==> src/rtl/bike_bram_port_arbiter_pkg.sv <==
// Shared types and defaults for BIKE BRAM port sharing: arbiter states,
// read-tag records and the round-robin pick used by the arbiter.
package bike_bram_port_arbiter_pkg;

    localparam int BRAM_ADDR_W  = 10;
    localparam int BRAM_DATA_W  = 32;
    localparam bit BRAM_OUT_REG = 1'b1;

    // An output-registered BRAM adds one cycle on top of the array read.
    localparam int BRAM_RD_LAT   = BRAM_OUT_REG ? 2 : 1;
    localparam int ARB_MAX_BURST = 1 << (BRAM_ADDR_W - 4);

    typedef enum logic [1:0] {
        IDLE,
        OWN_A,
        OWN_B,
        DRAIN
    } arb_state_t;

    typedef enum logic {
        OWNER_A,
        OWNER_B
    } owner_t;

    typedef struct packed {
        logic   valid;
        owner_t owner;
    } rd_tag_t;

    // On a tie the requester that was not served last wins.
    function automatic arb_state_t arb_pick(input logic req_a, input logic req_b,
                                            input owner_t last_served);
        if (req_a && req_b) return (last_served == OWNER_B) ? OWN_A : OWN_B;
        if (req_a)          return OWN_A;
        if (req_b)          return OWN_B;
        return IDLE;
    endfunction

endpackage

==> src/rtl/bike_rd_tag_pipe.sv <==
// DEPTH-deep {valid, owner} shift register that follows BRAM reads to their
// data cycle; the tail lines up with mem_dout, empty means nothing in flight.
module bike_rd_tag_pipe
    import bike_bram_port_arbiter_pkg::*;
#(
    parameter int DEPTH = BRAM_RD_LAT
) (
    input  logic    clk,
    input  logic    reset,
    input  logic    push,
    input  owner_t  push_owner,
    output rd_tag_t tail,
    output logic    empty
);

    rd_tag_t stage [DEPTH];

    // NOTE: unlike the BRAM array this pipe is reset, so in-flight reads are dropped.
    always_ff @(posedge clk) begin
        if (reset) begin
            for (int i = 0; i < DEPTH; i++) stage[i] <= '0;
        end else begin
            stage[0] <= '{valid: push, owner: push_owner};
            for (int i = 1; i < DEPTH; i++) stage[i] <= stage[i-1];
        end
    end

    // NOTE: empty gets its default first so the loop cannot infer a latch.
    always_comb begin
        empty = 1'b1;
        for (int i = 0; i < DEPTH; i++) begin
            if (stage[i].valid) empty = 1'b0;
        end
    end

    assign tail = stage[DEPTH-1];

endmodule

==> src/rtl/bike_bram_port_arbiter.sv <==
// Two-requester round-robin arbiter for one BIKE BRAM port with burst limit,
// read drain on hand-over and per-requester read-data tagging.
module bike_bram_port_arbiter
    import bike_bram_port_arbiter_pkg::*;
#(
    parameter int ADDR_W    = BRAM_ADDR_W,
    parameter int DATA_W    = BRAM_DATA_W,
    parameter int RD_LAT    = BRAM_RD_LAT,
    parameter int MAX_BURST = ARB_MAX_BURST
) (
    input  logic              clk,
    input  logic              reset,
    input  logic              req_a,
    output logic              gnt_a,
    input  logic              ren_a,
    input  logic              wen_a,
    input  logic [ADDR_W-1:0] addr_a,
    input  logic [DATA_W-1:0] din_a,
    output logic              rvalid_a,
    input  logic              req_b,
    output logic              gnt_b,
    input  logic              ren_b,
    input  logic              wen_b,
    input  logic [ADDR_W-1:0] addr_b,
    input  logic [DATA_W-1:0] din_b,
    output logic              rvalid_b,
    output logic              mem_ren,
    output logic              mem_wen,
    output logic [ADDR_W-1:0] mem_addr,
    output logic [DATA_W-1:0] mem_din,
    input  logic [DATA_W-1:0] mem_dout,
    output logic [DATA_W-1:0] rdata,
    output logic              busy
);

    localparam int CNT_W = $clog2(MAX_BURST + 1);

    arb_state_t       state;
    arb_state_t       arb_next;
    owner_t           last_served;
    logic [CNT_W-1:0] burst_cnt;
    logic             sel_a, sel_b;
    logic             acc_a, acc_b;
    logic             cnt_full;
    logic             leave_a, leave_b;
    logic             tag_empty;
    rd_tag_t          tag_tail;

    assign sel_a = gnt_a && req_a;
    assign sel_b = gnt_b && req_b;
    assign acc_a = sel_a && (ren_a || wen_a);
    assign acc_b = sel_b && (ren_b || wen_b);

    assign mem_ren  = (sel_a && ren_a) || (sel_b && ren_b);
    assign mem_wen  = (sel_a && wen_a) || (sel_b && wen_b);
    assign mem_addr = sel_a ? addr_a : (sel_b ? addr_b : '0);
    assign mem_din  = sel_a ? din_a  : (sel_b ? din_b  : '0);

    assign cnt_full = (burst_cnt == CNT_W'(MAX_BURST));
    assign leave_a  = !req_a || (cnt_full && req_b);
    assign leave_b  = !req_b || (cnt_full && req_a);
    assign arb_next = arb_pick(req_a, req_b, last_served);

    bike_rd_tag_pipe #(
        .DEPTH(RD_LAT)
    ) u_tag_pipe (
        .clk       (clk),
        .reset     (reset),
        .push      (mem_ren),
        .push_owner(sel_b ? OWNER_B : OWNER_A),
        .tail      (tag_tail),
        .empty     (tag_empty)
    );

    assign rdata    = mem_dout;
    assign rvalid_a = tag_tail.valid && (tag_tail.owner == OWNER_A);
    assign rvalid_b = tag_tail.valid && (tag_tail.owner == OWNER_B);
    assign busy     = (state != IDLE);

    // NOTE: grants are registered from the next state, never decoded from req.
    always_ff @(posedge clk) begin
        if (reset) begin
            state       <= IDLE;
            gnt_a       <= 1'b0;
            gnt_b       <= 1'b0;
            last_served <= OWNER_B;
            burst_cnt   <= '0;
        end else begin
            case (state)
                IDLE: begin
                    state <= arb_next;
                    gnt_a <= (arb_next == OWN_A);
                    gnt_b <= (arb_next == OWN_B);
                end
                OWN_A: begin
                    if (leave_a) begin
                        state       <= DRAIN;
                        gnt_a       <= 1'b0;
                        last_served <= OWNER_A;
                        burst_cnt   <= '0;
                    end else if (acc_a && !cnt_full) begin
                        burst_cnt <= burst_cnt + CNT_W'(1);
                    end
                end
                OWN_B: begin
                    if (leave_b) begin
                        state       <= DRAIN;
                        gnt_b       <= 1'b0;
                        last_served <= OWNER_B;
                        burst_cnt   <= '0;
                    end else if (acc_b && !cnt_full) begin
                        burst_cnt <= burst_cnt + CNT_W'(1);
                    end
                end
                DRAIN: begin
                    // Hand over only once every issued read has returned.
                    if (tag_empty) begin
                        state <= arb_next;
                        gnt_a <= (arb_next == OWN_A);
                        gnt_b <= (arb_next == OWN_B);
                    end
                end
                default: begin
                    state <= IDLE;
                    gnt_a <= 1'b0;
                    gnt_b <= 1'b0;
                end
            endcase
        end
    end

endmodule

==> config.mk <==
export PLATFORM = sky130hd
export DESIGN_NAME = bike_bram_port_arbiter
export DESIGN_NICKNAME = d
export VERILOG_FILES = /design/src/rtl/bike_bram_port_arbiter_pkg.sv /design/src/rtl/bike_rd_tag_pipe.sv /design/src/rtl/bike_bram_port_arbiter.sv
export SDC_FILE = /design/constraint.sdc
export NUM_CORES = 1
export LEC_CHECK = 0
export CAP_MARGIN = 20
export CORE_MARGIN = 5
export CORE_UTILIZATION = 24
export CTS_BUF_LIST = sky130_fd_sc_hd__clkbuf_8
export CTS_CLUSTER_SIZE = 20
export DETAILED_ROUTE_END_ITERATION = 12
export GPL_TIMING_DRIVEN = 1
export PLACE_DENSITY = 0.79
export SKIP_CTS_REPAIR_TIMING = 1
export SYNTH_ARGS = -nofsm -noshare
export SYNTH_HDL_FRONTEND = slang
export SYNTH_SLANG_ARGS = --single-unit
==> constraint.sdc <==
create_clock -name clk -period 2.1 [get_ports clk]
set_clock_uncertainty 0.05 [all_clocks]
set_input_delay 0.42 -clock clk [delete_from_list [all_inputs] [get_ports clk]]
set_output_delay 0.42 -clock clk [all_outputs]
set_load 0.005 [all_outputs]
* Yosys cells after proc, flatten, opt, wreduce, memory -nomap -nowiden *
Memories as Yosys holds them, arrays and structs flattened.
Index checks and enable logic that the tools add are counted.

word-level totals
  memory bits (read-only) = 0
  RAM bits = 4
  word-level logic and storage cells = 97
  memories = 1
  bits in registers = 12
  bits in latches = 0

operators by class
  add/subtract/negate cells = 1
  multiply operators = 0
  $lt $le $gt $ge = 0
  divide/modulo/power cells = 0
  shifts and indexed selects = 0
  muxes and demuxes = 42
  bitwise gates (word level) = 3
  eq/ne operators = 11
  reductions and logical operators = 34

memories
  name              words  width  read ports  clocked after memory_dff  wr ports  RTL line                source
  u_tag_pipe.stage  2      2      2           0                         2         bike_rd_tag_pipe.sv:16  rd_tag_t stage [DEPTH];

operators by type and width
  kind                   number
  $mux W32               2
  $mux W7                4
  $mux W2                12
  $mux W10               2
  $mux W1                17
  $logic_and A1 B1 Y1    15
  $reduce_and A3 Y1      5
  $pmux W7 S2            1
  $pmux W2 S4            1
  $add A7 B1 Y7 const B  1
  $eq A7 B7 Y1 const B   1
  $eq A2 B2 Y1 const B   3
  $logic_or A1 B1 Y1     6
  $ne A2 B2 Y1 const B   3
  $ne A3 B3 Y1 const B   2
  $pmux W1 S3            2
  $reduce_bool A3 Y1     2
  $eq A2 B1 Y1 const B   2
  $reduce_bool A2 Y1     2
  $logic_not A1 Y1       3
  $logic_not A2 Y1       1
  $or A1 B1 Y1           2
  $pmux W1 S2            1
  $not A1 Y1             1

* Longest topological paths before layout *
  depth in word-level cells = 11
  depth in mapped cells = 8

* Hierarchy *
From an unflattened synthesis, not the netlist that was laid out.

unflattened totals
  cell total of the unflattened synthesis = 207
  area total of the unflattened synthesis = 1735.4 um2

by module, submodules not included
  module                  times used  seq. area each (um2)  cells an instance  area each (um2)
  bike_bram_port_arbiter  1           240.2                 196                1609.0
  bike_rd_tag_pipe        1           80.1                  11                 126.4

* Worst setup path after synthesis *
OpenSTA, ideal clock, no wires.

  path type = reg2reg
  from = reg burst_cnt[2]
  to = reg last_served
  required time = 1.928 ns
  stages on the path, launching flop included = 6
  period minus slack after synthesis = 1.994 ns
  arrival = 1.823 ns
  path slack = 0.106 ns
  buffers on the path = 0
  cell sequence = dfxtp_1 > or4_4 > o311ai_4 > and2_4 > nand2_1 > a221o_1

between the ends
  word-level cells in the longest chain between the ends = 5
  elaborated cells on any way between the ends = 8
  classes of those cells = 3 x eq/ne; 5 x reduce/logical

RTL lines
  element                                        RTL line                                                    source
  start: declaration                             bike_bram_port_arbiter.sv:41                                logic [CNT_W-1:0] burst_cnt;
  start signal: assignment                       bike_bram_port_arbiter.sv:102                               burst_cnt <= burst_cnt + CNT_W'(1);
  start signal: assignment                       bike_bram_port_arbiter.sv:112                               burst_cnt <= burst_cnt + CNT_W'(1);
  $eq A7 B7 Y1 *                                 bike_bram_port_arbiter.sv:59                                assign cnt_full = (burst_cnt == CNT_W'(MAX_BURST));
  $logic_and A1 B1 Y1, on equally long branches  bike_bram_port_arbiter.sv:61, bike_bram_port_arbiter.sv:60
  $logic_or A1 B1 Y1, on equally long branches   bike_bram_port_arbiter.sv:61, bike_bram_port_arbiter.sv:60
  $ne A2 B2 Y1 (no source line)                  n/a
  $reduce_and A3 Y1 (no source line) *           n/a
  end signal: assignment                         bike_bram_port_arbiter.sv:86                                last_served <= OWNER_B;
  end signal: assignment                         bike_bram_port_arbiter.sv:99                                last_served <= OWNER_A;
  end signal: assignment                         bike_bram_port_arbiter.sv:109                               last_served <= OWNER_B;
  end: declaration                               bike_bram_port_arbiter.sv:40                                owner_t last_served;

Every way passes the cells marked *; elsewhere a longest branch is shown, timed or not.
A chain may end at the register's enable or synchronous reset.

* Worst setup path in the final report *
  from = reg gnt_a
  to = out mem_ren

between the ends
  word-level cells in the longest chain between the ends = 3

RTL lines
  element                   RTL line                       source
  start: declaration        bike_bram_port_arbiter.sv:14   output logic gnt_a,
  start signal: assignment  bike_bram_port_arbiter.sv:92   gnt_a <= (arb_next == OWN_A);
  start signal: assignment  bike_bram_port_arbiter.sv:119  gnt_a <= (arb_next == OWN_A);
  $logic_and A1 B1 Y1       bike_bram_port_arbiter.sv:49   assign sel_a = gnt_a && req_a;
  $logic_and A1 B1 Y1       bike_bram_port_arbiter.sv:54   assign mem_ren = (sel_a && ren_a) || (sel_b && ren_b);
  $logic_or A1 B1 Y1        bike_bram_port_arbiter.sv:54
  end: declaration          bike_bram_port_arbiter.sv:27   output logic mem_ren,

Every way passes these cells.

==> impl_metrics.env <==
export IMPL_status="finished clean"
export IMPL_synth_area_per_cell_sq_um=8.26
export IMPL_grt_max_degree=45
export IMPL_vias_per_cell=5.09
export IMPL_worstSkewPairLatency_ns=0.26
export IMPL_finalCritPeriodShare_pct=99.5
export IMPL_pre_cts_ws_ns=-0.496
export IMPL_vias=2055
export IMPL_max_stage_delay_ns=0.51
export IMPL_ant_nets=0
export IMPL_die_height_um=92.4
export IMPL_ctsLongestPathBuffers=2
export IMPL_cts_root_buf="clkbuf_8"
export IMPL_netlist_area_sq_um=1630
export IMPL_clk_pin_slew_ns=0.07
export IMPL_path_cells="and2_4 -> buf_12 -> a32o_2 -> clkdlybuf4s50_1"
export IMPL_grt_first_pass_wirelength_mm=9.65
export IMPL_synth_area_top_cells="a22o_1, dfxtp_1, buf_4, ha_1, a21oi_1"
export IMPL_drc=0
export IMPL_start_util_pct=24.4
export IMPL_cp_arrival_ns=1.62
export IMPL_synth_top_area_cell="a22o_1"
export IMPL_crit_required_ns=1.63
export IMPL_worst_hold_path_type="register to register"
export IMPL_core_area_sq_um=6680
export IMPL_drtIter0Drc=60
export IMPL_end_kind="output pin"
export IMPL_cp_slowest_cell="clkdlybuf4s50_1"
export IMPL_min_period_ns=2.09
export IMPL_core_rowCount=30
export IMPL_drive_gt1_share_pct=18.8
export IMPL_worst_path_buf_inv=2
export IMPL_syn_nets=328
export IMPL_cts_sinks=16
export IMPL_cts_tree="done"
export IMPL_final_nets=456
export IMPL_floorplan_die_area_sq_um=8530
export IMPL_wl_mm=7.23
export IMPL_ys_ff_latch=16
export IMPL_crit_family="buffers and inverters"
export IMPL_ir_drop_mv=0.251
export IMPL_ios=205
export IMPL_setup_violations=0
export IMPL_yosysSeqAreaShare_pct=19.7
export IMPL_leakagePower_nw=1.91
export IMPL_fmax_mhz=479
export IMPL_synth_top_area_share_pct=22.6
export IMPL_relSlewSlack_pct=67.0
export IMPL_maxCapViolCount=0
export IMPL_die_width_um=92.4
export IMPL_crit_path_start_kind="register"
export IMPL_area_delta_synth_final_pct=108
export IMPL_slew_viol_final=0
export IMPL_final_cells=404
export IMPL_gp_congestion=0.791
export IMPL_yosys_warnings=0
export IMPL_grt_pass1_vias=2063
export IMPL_placedCellCount=387
export IMPL_numCtsBuffers=3
export IMPL_fin_util_pct=50.8
export IMPL_worstMarginPinSlew_ns=0.491
export IMPL_hold_viol=0
export IMPL_p_total_mw=2.30
export IMPL_gr_total_overflow=0
export IMPL_power_density_nw_per_um2=679
export IMPL_tns_ns=0
export IMPL_track_usage_pct=13.6
export IMPL_wire_per_inst_um=17.9
export IMPL_firstDrtPassIters=4
export IMPL_post_synth_num_cell_types=37
export IMPL_rsz0062_at_grt="true"
export IMPL_htree_num_levels=1
export IMPL_netlist_instances=197
export IMPL_dpl_hpwl_mm=5.03
export IMPL_antenna_found_initial=0
export IMPL_path_max_fanout=22
export IMPL_path_class="register to output pin"
export IMPL_n_antenna_cell=0
export IMPL_port_buffers=140
export IMPL_layout_setup_ws_ns=0.0114
## routing by layer
metal  routed length (um)  GRT usage [%]  vias to the layer above  share of wire [%]
met2                 3760           24.0                      104                 52
met5                    0              0                        -                  0
met4                   64           3.22                        0               0.89
met1                 2690           14.8                      973                 37
li1                     -              -                      971                  -
met3                  710           6.34                        7                9.8
## Yosys cell counts
cell / count
o21ai_0: 5
o31ai_1: 1
o221a_2: 2
nor2_1: 2
nand2_1: 7
a32o_1: 2
o211a_1: 1
nand4b_1: 2
a211oi_1: 5
nand3_1: 5
a311oi_1: 1
nand3b_1: 1
clkbuf_2: 1
o32ai_1: 4
nor3_1: 2
a221o_1: 1
or4_4: 1
o221ai_2: 1
a31oi_1: 1
o311ai_4: 1
o21ai_1: 1
and2_4: 1
ha_1: 7
or3_1: 6
o211ai_1: 1
a31o_2: 1
or2_1: 1
buf_4: 32
inv_1: 11
nand2b_1: 1
clkbuf_1: 12
nor2b_1: 7
a22o_1: 42
and2_1: 2
dfxtp_1: 16
a21oi_1: 9
mux2i_1: 1
## where the power goes
part	total [mW]	leakage, nW	switching (mW)	internal, mW
Clock	0.290	0.0288	0.123	0.167
Sequential	0.410	0.131	0.0494	0.360
Combinational	1.60	1.75	0.698	0.907
Total	2.30	1.91	0.870	1.43
## flip-flops by register name, indices dropped and copies added (netlist names)
| name | count |
|---|---|
| last_served | 1 |
| state | 2 |
| gnt_b | 1 |
| u_tag_pipe.stage | 4 |
| burst_cnt | 7 |
| gnt_a | 1 |
## per-stage QoR
step,area [sq um],hold WS [ns]
3_5_place_dp,2980,0.399
2_1_floorplan,1630,0.364
6_report,3390,0.409
3_3_place_gp,2980,0.368
5_1_grt,3390,0.419
4_1_cts,3030,0.411
## area by class of cell
type | instances | area [sq um]
Timing Repair Buffer | 168 | 1810
Inverter | 11 | 41.3
Clock buffer | 4 | 55.1
Fill cell | 608 | 3290
Sequential cell | 16 | 322
Multi-Input combinational cell | 125 | 1070
Tap cell | 80 | 100
## path summary, 6_finish.rpt
path	from	endpoint	slack, ns	cells after the start
max reg2reg	burst_cnt[3]	burst_cnt[4]	0.05	5
min	u_tag_pipe.stage[0][0]	u_tag_pipe.stage[0][2]	0.41	1
max	gnt_a	mem_ren	0.01	4
min reg2reg	u_tag_pipe.stage[0][0]	u_tag_pipe.stage[0][2]	0.41	1
## cell families (layout without fill, tap and decap cells)
group,after synthesis,count (layout),synth area share (%)
adder cells (fa/ha/maj),7,7,5.38
multiplexers,1,1,0.615
flip-flops,16,16,19.7
buffers and inverters,56,183,20.4
AO/OA/AOI/OAI,79,79,40.4
AND/OR/NAND/NOR,38,38,13.5
## layout by cell type (no fill, tap or decap), drive strengths merged, types with 2 or more instances in the layout
cell	netlist	routed
inv	11	11
or3	6	6
clkbuf	13	9
a32o	2	2
nor2	2	2
buf	32	27
clkdlybuf4s50	0	96
a22o	42	42
a211oi	5	5
and2	3	3
o21ai	6	6
nand4b	2	2
nor3	2	2
a21oi	9	9
o221a	2	2
nor2b	7	7
o32ai	4	4
ha	7	7
dfxtp	16	16
nand2	7	7
dlymetal6s2s	0	40
nand3	5	5
Power figures use the tool's default switching activity.
